<file path="config.mk">
export PLATFORM = sky130hd
export DESIGN_NAME = node_network_if_flat
export DESIGN_NICKNAME = d
export VERILOG_FILES = /design/src/rtl/node_network_if_pkg.sv /design/src/rtl/node_network_if_if.sv /design/src/rtl/node_network_if_fifo.sv /design/src/rtl/node_network_if.sv /design/src/flat_wrapper.sv
export SDC_FILE = /design/constraint.sdc
export NUM_CORES = 1
export LEC_CHECK = 0
export BUFFER_PORTS_ARGS = -buffer_cell sky130_fd_sc_hd__buf_4
export CAP_MARGIN = 20
export CORE_UTILIZATION = 35
export CTS_CLUSTER_DIAMETER = 200
export DETAILED_ROUTE_END_ITERATION = 8
export GPL_TIMING_DRIVEN = 0
export PLACE_DENSITY_LB_ADDON = 0.25
export SYNTH_ARGS = -nofsm -noshare
export SYNTH_HDL_FRONTEND = slang
export SYNTH_HIERARCHICAL = 1
export SYNTH_SLANG_ARGS = --single-unit
</file>
<file path="constraint.sdc">
create_clock -name clk -period 6.5 [get_ports clk]
set_input_delay 0.65 -clock clk [delete_from_list [all_inputs] [get_ports clk]]
set_output_delay 0.65 -clock clk [all_outputs]
set_load 0.1 [all_outputs]
</file>
<file path="src/rtl/node_network_if_pkg.sv">
// ============================================================================
// node_network_if_pkg : mesh geometry, packet format and latency helper
// Rev 1.0
// ============================================================================
`default_nettype none

package node_network_if_pkg;

    localparam int c_X_NODES   = 4;
    localparam int c_Y_NODES   = 4;
    localparam int c_NODES     = c_X_NODES * c_Y_NODES;
    localparam int c_ADDR_W    = $clog2(c_NODES);
    localparam int c_TS_W      = 16;
    localparam int c_PAYLOAD_W = 16;

    typedef struct packed {
        logic [c_ADDR_W-1:0]    source;
        logic [c_ADDR_W-1:0]    dest;
        logic [c_TS_W-1:0]      measure;
        logic [c_PAYLOAD_W-1:0] payload;
    } packet_t;

    // Modular difference, so a stamp taken just before the counter wraps still
    // yields the true elapsed cycle count.
    function automatic logic [c_TS_W-1:0] elapsed(input logic [c_TS_W-1:0] now,
                                                  input logic [c_TS_W-1:0] stamp);
        return now - stamp;
    endfunction

endpackage

`default_nettype wire

</file>
<file path="src/rtl/node_network_if_if.sv">
// ============================================================================
// node_network_if_if : client and network handshakes of one node endpoint
// Rev 1.0
// ============================================================================
`default_nettype none

interface node_network_if_if;
    import node_network_if_pkg::*;

    packet_t client_data;
    logic    client_val;
    logic    client_ready;
    packet_t net_o_data;
    logic    net_o_val;
    logic    net_i_en;
    packet_t net_i_data;
    logic    net_i_val;
    packet_t rx_data;
    logic    rx_val;
    logic    rx_ready;

    modport master (
        output client_data, client_val, net_i_en, net_i_data, net_i_val, rx_ready,
        input  client_ready, net_o_data, net_o_val, rx_data, rx_val
    );

    modport slave (
        input  client_data, client_val, net_i_en, net_i_data, net_i_val, rx_ready,
        output client_ready, net_o_data, net_o_val, rx_data, rx_val
    );

endinterface

`default_nettype wire

</file>
<file path="src/rtl/node_network_if_fifo.sv">
// ============================================================================
// node_network_if_fifo : synchronous FIFO; push into a full FIFO is taken only
// when a pop frees the slot in the same cycle. Rev 1.0
// ============================================================================
`default_nettype none

module node_network_if_fifo
    import node_network_if_pkg::*;
#(
    parameter int  DEPTH = 4,
    parameter type T     = packet_t
) (
    input  wire logic clk,
    input  wire logic reset,
    input  wire logic push,
    input  wire logic pop,
    input  wire T     data_in,
    output T          data_out,
    output logic      full,
    output logic      empty
);

    localparam int c_PTR_W = $clog2(DEPTH);

    T                 r_mem [DEPTH];
    logic [c_PTR_W:0] r_wr_ptr;
    logic [c_PTR_W:0] r_rd_ptr;
    logic             w_do_push;
    logic             w_do_pop;

    assign empty     = (r_wr_ptr == r_rd_ptr);
    assign full      = (r_wr_ptr[c_PTR_W] != r_rd_ptr[c_PTR_W]) &&
                       (r_wr_ptr[c_PTR_W-1:0] == r_rd_ptr[c_PTR_W-1:0]);
    assign w_do_pop  = pop && !empty;
    assign w_do_push = push && (!full || w_do_pop);

    // Masking the head keeps the output at zero whenever nothing is buffered.
    assign data_out  = empty ? T'('0) : r_mem[r_rd_ptr[c_PTR_W-1:0]];

    always_ff @(posedge clk or posedge reset) begin
        if (reset) begin
            r_wr_ptr <= '0;
            r_rd_ptr <= '0;
        end else begin
            if (w_do_push) r_wr_ptr <= r_wr_ptr + 1'b1;
            if (w_do_pop)  r_rd_ptr <= r_rd_ptr + 1'b1;
        end
    end

    always_ff @(posedge clk) begin
        if (w_do_push) r_mem[r_wr_ptr[c_PTR_W-1:0]] <= data_in;
    end

endmodule

`default_nettype wire

</file>
<file path="src/rtl/node_network_if.sv">
// ============================================================================
// node_network_if : node endpoint of the mesh valid/enable protocol, with
// timestamped TX buffering and RX buffering plus statistics. Rev 1.0
// ============================================================================
`default_nettype none

module node_network_if
    import node_network_if_pkg::*;
#(
    parameter int NODE_ID  = 0,
    parameter int TX_DEPTH = 4,
    parameter int RX_DEPTH = 4,
    parameter int TS_WIDTH = 16
) (
    input  wire logic                clk,
    input  wire logic                reset,
    node_network_if_if.slave         bus,
    output logic [31:0]              tx_count,
    output logic [31:0]              rx_count,
    output logic [15:0]              rx_drop_count,
    output logic [15:0]              misroute_count,
    output logic [TS_WIDTH-1:0]      max_latency
);

    localparam logic [c_ADDR_W-1:0] c_SELF = c_ADDR_W'(NODE_ID);

    logic [TS_WIDTH-1:0] r_cycle;
    packet_t             w_tx_in;
    packet_t             w_tx_head;
    packet_t             w_rx_head;
    logic                w_tx_full, w_tx_empty, w_tx_push, w_tx_pop;
    logic                w_rx_full, w_rx_empty, w_rx_push, w_rx_pop;
    logic                w_drop, w_misroute;
    logic [TS_WIDTH-1:0] w_lat;

    always_comb begin
        w_tx_in         = bus.client_data;
        w_tx_in.source  = c_SELF;
        w_tx_in.measure = c_TS_W'(r_cycle);
    end

    // Ready is held low for as long as reset is asserted.
    assign bus.client_ready = !reset && !w_tx_full;
    assign w_tx_push        = bus.client_val && !reset && !w_tx_full;
    assign w_tx_pop         = !w_tx_empty && bus.net_i_en;
    assign bus.net_o_val    = !w_tx_empty;
    assign bus.net_o_data   = w_tx_head;

    assign w_rx_pop         = !w_rx_empty && bus.rx_ready;
    assign w_rx_push        = bus.net_i_val && (!w_rx_full || w_rx_pop);
    assign w_drop           = bus.net_i_val && !w_rx_push;
    assign w_misroute       = bus.net_i_val && (bus.net_i_data.dest != c_SELF);
    assign w_lat            = TS_WIDTH'(elapsed(c_TS_W'(r_cycle), bus.net_i_data.measure));
    assign bus.rx_val       = !w_rx_empty;
    assign bus.rx_data      = w_rx_head;

    node_network_if_fifo #(.DEPTH(TX_DEPTH), .T(packet_t)) u_tx_fifo (
        .clk      (clk),
        .reset    (reset),
        .push     (w_tx_push),
        .pop      (w_tx_pop),
        .data_in  (w_tx_in),
        .data_out (w_tx_head),
        .full     (w_tx_full),
        .empty    (w_tx_empty)
    );

    node_network_if_fifo #(.DEPTH(RX_DEPTH), .T(packet_t)) u_rx_fifo (
        .clk      (clk),
        .reset    (reset),
        .push     (w_rx_push),
        .pop      (w_rx_pop),
        .data_in  (bus.net_i_data),
        .data_out (w_rx_head),
        .full     (w_rx_full),
        .empty    (w_rx_empty)
    );

    always_ff @(posedge clk or posedge reset) begin
        if (reset) begin
            r_cycle        <= '0;
            tx_count       <= '0;
            rx_count       <= '0;
            rx_drop_count  <= '0;
            misroute_count <= '0;
            max_latency    <= '0;
        end else begin
            r_cycle <= r_cycle + 1'b1;
            if (w_tx_pop)  tx_count <= tx_count + 1'b1;
            if (w_rx_push) rx_count <= rx_count + 1'b1;
            if (w_drop && (rx_drop_count != 16'hFFFF))
                rx_drop_count <= rx_drop_count + 1'b1;
            if (w_misroute && (misroute_count != 16'hFFFF))
                misroute_count <= misroute_count + 1'b1;
            if (w_rx_push && (w_lat > max_latency))
                max_latency <= w_lat;
        end
    end

endmodule

`default_nettype wire

</file>
<file path="src/flat_wrapper.sv">
// flat-port wrapper written by rule: the top's interface ports become plain ports
module node_network_if_flat import node_network_if_pkg::*;
#(
    parameter int NODE_ID  = 0,
    parameter int TX_DEPTH = 4,
    parameter int RX_DEPTH = 4,
    parameter int TS_WIDTH = 16
)
  (clk, reset, tx_count, rx_count, rx_drop_count, misroute_count, max_latency, bus_client_data, bus_client_val, bus_net_i_en, bus_net_i_data, bus_net_i_val, bus_rx_ready, bus_client_ready, bus_net_o_data, bus_net_o_val, bus_rx_data, bus_rx_val);
  node_network_if_if bus_i ();
  input  wire logic clk;
  input  wire logic reset;
  output logic [31:0] tx_count;
  output logic [31:0] rx_count;
  output logic [15:0] rx_drop_count;
  output logic [15:0] misroute_count;
  output logic [TS_WIDTH-1:0] max_latency;
  input wire logic [$bits(bus_i.client_data)-1:0] bus_client_data;
  input wire logic [$bits(bus_i.client_val)-1:0] bus_client_val;
  input wire logic [$bits(bus_i.net_i_en)-1:0] bus_net_i_en;
  input wire logic [$bits(bus_i.net_i_data)-1:0] bus_net_i_data;
  input wire logic [$bits(bus_i.net_i_val)-1:0] bus_net_i_val;
  input wire logic [$bits(bus_i.rx_ready)-1:0] bus_rx_ready;
  output wire logic [$bits(bus_i.client_ready)-1:0] bus_client_ready;
  output wire logic [$bits(bus_i.net_o_data)-1:0] bus_net_o_data;
  output wire logic [$bits(bus_i.net_o_val)-1:0] bus_net_o_val;
  output wire logic [$bits(bus_i.rx_data)-1:0] bus_rx_data;
  output wire logic [$bits(bus_i.rx_val)-1:0] bus_rx_val;
  assign bus_i.client_data = bus_client_data;
  assign bus_i.client_val = bus_client_val;
  assign bus_i.net_i_en = bus_net_i_en;
  assign bus_i.net_i_data = bus_net_i_data;
  assign bus_i.net_i_val = bus_net_i_val;
  assign bus_i.rx_ready = bus_rx_ready;
  assign bus_client_ready = bus_i.client_ready;
  assign bus_net_o_data = bus_i.net_o_data;
  assign bus_net_o_val = bus_i.net_o_val;
  assign bus_rx_data = bus_i.rx_data;
  assign bus_rx_val = bus_i.rx_val;
  node_network_if #(.NODE_ID(NODE_ID), .TX_DEPTH(TX_DEPTH), .RX_DEPTH(RX_DEPTH), .TS_WIDTH(TS_WIDTH)) u_core (.clk(clk), .reset(reset), .bus(bus_i), .tx_count(tx_count), .rx_count(rx_count), .rx_drop_count(rx_drop_count), .misroute_count(misroute_count), .max_latency(max_latency));
endmodule
</file>
==> results by group <==
Run status
  • Status: finished clean

Placement
  • PortBufs: 260
  • DP HPWL: 29.9 mm
  • Gpl congestion: 0.805

Synthesis
  • Main flop type after synthesis: edfxtp_1
  • Top cell type's share of synthesized area: 0.486
  • Seq/Total Area, Yosys: 0.663
  • Avg Cell Area, Syn: 16.0 µm²
  • Number of synthesized flops with an enable pin: 320
  • Largest cells by area after synthesis: edfxtp_1 (49%), dfrtp_1 (18%), mux4_2 (9.1%)
  • Synthesized cell area: 19800 µm²
  • Synthesis-stage register bit count: 460
  • Ys async rst share: 0.304
  • Synth cell count leaders: edfxtp_1 (320), dfrtp_1 (140), xnor2_1 (85)
  • Most common cell in the netlist: edfxtp_1
  • Yosys Warn Count: 6
  • Post-Synthesis Cells: 1237
  • Synth area leader: edfxtp_1
  • Synth cell types: 63

STA
  • Slew Viols, Final: 0
  • RSZ-0062 raised after global routing: false
  • Max frequency: 0.232 GHz
  • Final setup TNS: 0 ns
  • Final setup viols: 0
  • Hold Vio Cnt, Final: 0
  • Period utilisation layout: 0.662
  • Tmin final: 4.30 ns
  • Clk_skew: 0.0262 ns
  • Slew @ Worst Pin: 0.742 ns
  • Slew HR: 0.505

GRT
  • Vias in the first global route: 11700
  • Overall global routing resource usage: 0.154
  • First-pass GRT wire length: 67.6 mm
  • Largest net degree at the start of global routing: 97
  • Initial antenna violation count: 1
  • Total global routing overflow: 0

Final layout
  • Antenna diode count: 0
  • Fraction of layout cells with a size suffix above 1: 0.310
  • P&R area growth vs syn: 24.9%
  • Number of nets in the layout: 1706

Floorplanning
  • Num ports: 281
  • Core Box Area: 55400 µm²
  • Initial core utilization: 0.357
  • Die ar.: 57400 µm²
  • Die width: 240 µm
  • Row count: 86
  • Die Ht: 240 µm

Setup path
  • Slowest library cell on the worst path: dfrtp_1
  • Critical path origin: u_core/r_cycle[0]
  • Worst reg2reg path depth: 16
  • Max stage delay on crit path: 0.49 ns
  • R2R Setup Slk: 2.20 ns
  • Cell Chain, Critical Path: inv_1 > ha_1 > inv_1 > fa_1 > a211oi_1 > nor2_1 > o41ai_4 > a211oi_1 > xor2_1 > ha_1 > nand4_1 > a21oi_1 > nor2_1 > a31oi_2 > buf_4 > mux2_2
  • Arrival time worst endpoint: 4.78 ns
  • Setup CP Type: reg2reg
  • Worst endpoint required time: 6.97 ns
  • Buf/Inv on CP: 3
  • Total stage count of the critical path: 16
  • Worst Setup End Kind: register
  • CP endpoint: u_core/max_latency[8]
  • Max FO, Critical Path: 10
  • Worst reg2reg endpoint: u_core/max_latency[8]
  • RR Startpoint: u_core/r_cycle[0]
  • Worst path top cell family by delay: compound AO/OA/AOI/OAI gates
  • Critical path startpoint category: register

Flow run
  • Max-cap violations: 0

Detailed routing
  • First-pass DRT Iterations: 4
  • DRT iter0 DRCs: 528
  • Final WL: 43.6 mm
  • Via Count: 11200
  • Post-route DRC: 0
  • Routed Antenna Nets: 0
  • Drt wl/cell: 18.4 µm
  • Vias per std cell: 4.76

CTS
  • Clk slew on worst S/H paths: 0.06 ns
  • Hold Buf Count CTS: 0
  • H-tree depth reported by CTS: 2
  • CTS tree: built
  • Clock Path Buffers: 3
  • Clock sinks: 460
  • Cts bufs inserted: 50
  • Worst-Skew Late Latency: 0.59 ns
  • Cts repair resizes: 0
  • Postcts setup bufs: 0
  • Clock root cell: clkbuf_16

Min path
  • Hold Crit Class: in2async
==> routing by layer <==
metal	part of all wire	track usage	up-vias
met5	0.00039	0	-
met4	0.022	0.0456	2
met3	0.041	0.0307	57
met2	0.50	0.258	202
met1	0.44	0.201	5713
li1	-	-	5263
==> placed cells by master (no fill, tap or decap), types with 8 or more instances in the layout <==
cell and instances:
clkbuf_1 19, mux2_1 10, a21oi_1 21, nand3_1 46, inv_1 51, buf_12 8
and3_1 26, nor2b_1 84, nor2_1 45, and2_1 9, nand2_1 60, buf_4 269
o21ai_0 10, nand4_1 22, nor3_1 9, xor2_1 44, mux4_2 80, xnor2_1 85
clkbuf_16 51, ha_1 46, edfxtp_1 320, mux2_2 12, conb_1 16, clkinv_2 10
dfrtp_1 140, buf_2 12, bufinv_16 10
==> cell families (layout without fill, tap and decap cells) <==
kind of cell               Yosys count  in the layout  share of synthesized area
adders and majority gates           47             47                     0.0301
muxes                              103            103                      0.104
other                                1             16                   0.000190
AOI/OAI and AO/OA                   72             72                     0.0280
and+or+nand+nor                    330            330                     0.0919
DFF                                460            460                      0.663
xor gates and xnor gates           133            133                     0.0616
buffers and inverters               91            454                     0.0205
==> worst min path at each step <==
stage / to / slack, ns / cells past startpoint
floorplan: u_core/u_rx_fifo/r_rd_ptr[0] / 0.44 / 1
global placement: u_core/rx_count[31] / 0.47 / 1
detailed placement: u_core/rx_count[31] / 0.47 / 1
CTS: u_core/u_rx_fifo/r_wr_ptr[1] / 0.03 / 2
global route: u_core/u_rx_fifo/r_wr_ptr[0] / 0.05 / 2
finish: u_core/u_rx_fifo/r_wr_ptr[1] / 0.06 / 2
==> through the flow <==
step           cells  hold WS, ns   util  area, µm²  setup slack, ns
3_3_place_gp    2260        0.466  0.410      22700            0.474
4_1_cts         2363       0.0316  0.446      24700             2.16
6_report        2363       0.0620  0.446      24700             2.20
3_5_place_dp    2269        0.467  0.413      22900             2.05
5_1_grt         2363       0.0540  0.446      24700             1.79
2_1_floorplan   1252        0.441      -      19800             2.44
==> registers in the layout (all words and copies together), names as in the netlist <==
name                       count
u_core/u_rx_fifo/r_mem       160
u_core/u_tx_fifo/r_mem       160
u_core/rx_count               32
u_core/tx_count               32
u_core/max_latency            16
u_core/misroute_count         16
u_core/r_cycle                16
u_core/rx_drop_count          16
u_core/u_rx_fifo/r_rd_ptr      3
u_core/u_rx_fifo/r_wr_ptr      3
u_core/u_tx_fifo/r_rd_ptr      3
u_core/u_tx_fifo/r_wr_ptr      3
==> layout make-up <==
type                       instances  area [µm²]
clock inverter                    35         458
tap                              748         936
inverter                          55         211
fill                            4952       30700
multi-input combinational        701        6310
clock buffer                      59        1330
timing repair buffer             269        2140
buffer                            36         199
sequential                       460       13100
Power is left out: the tool's default activity adds up to more than one toggle a clock period on the data nets, which glitch-free logic cannot reach.
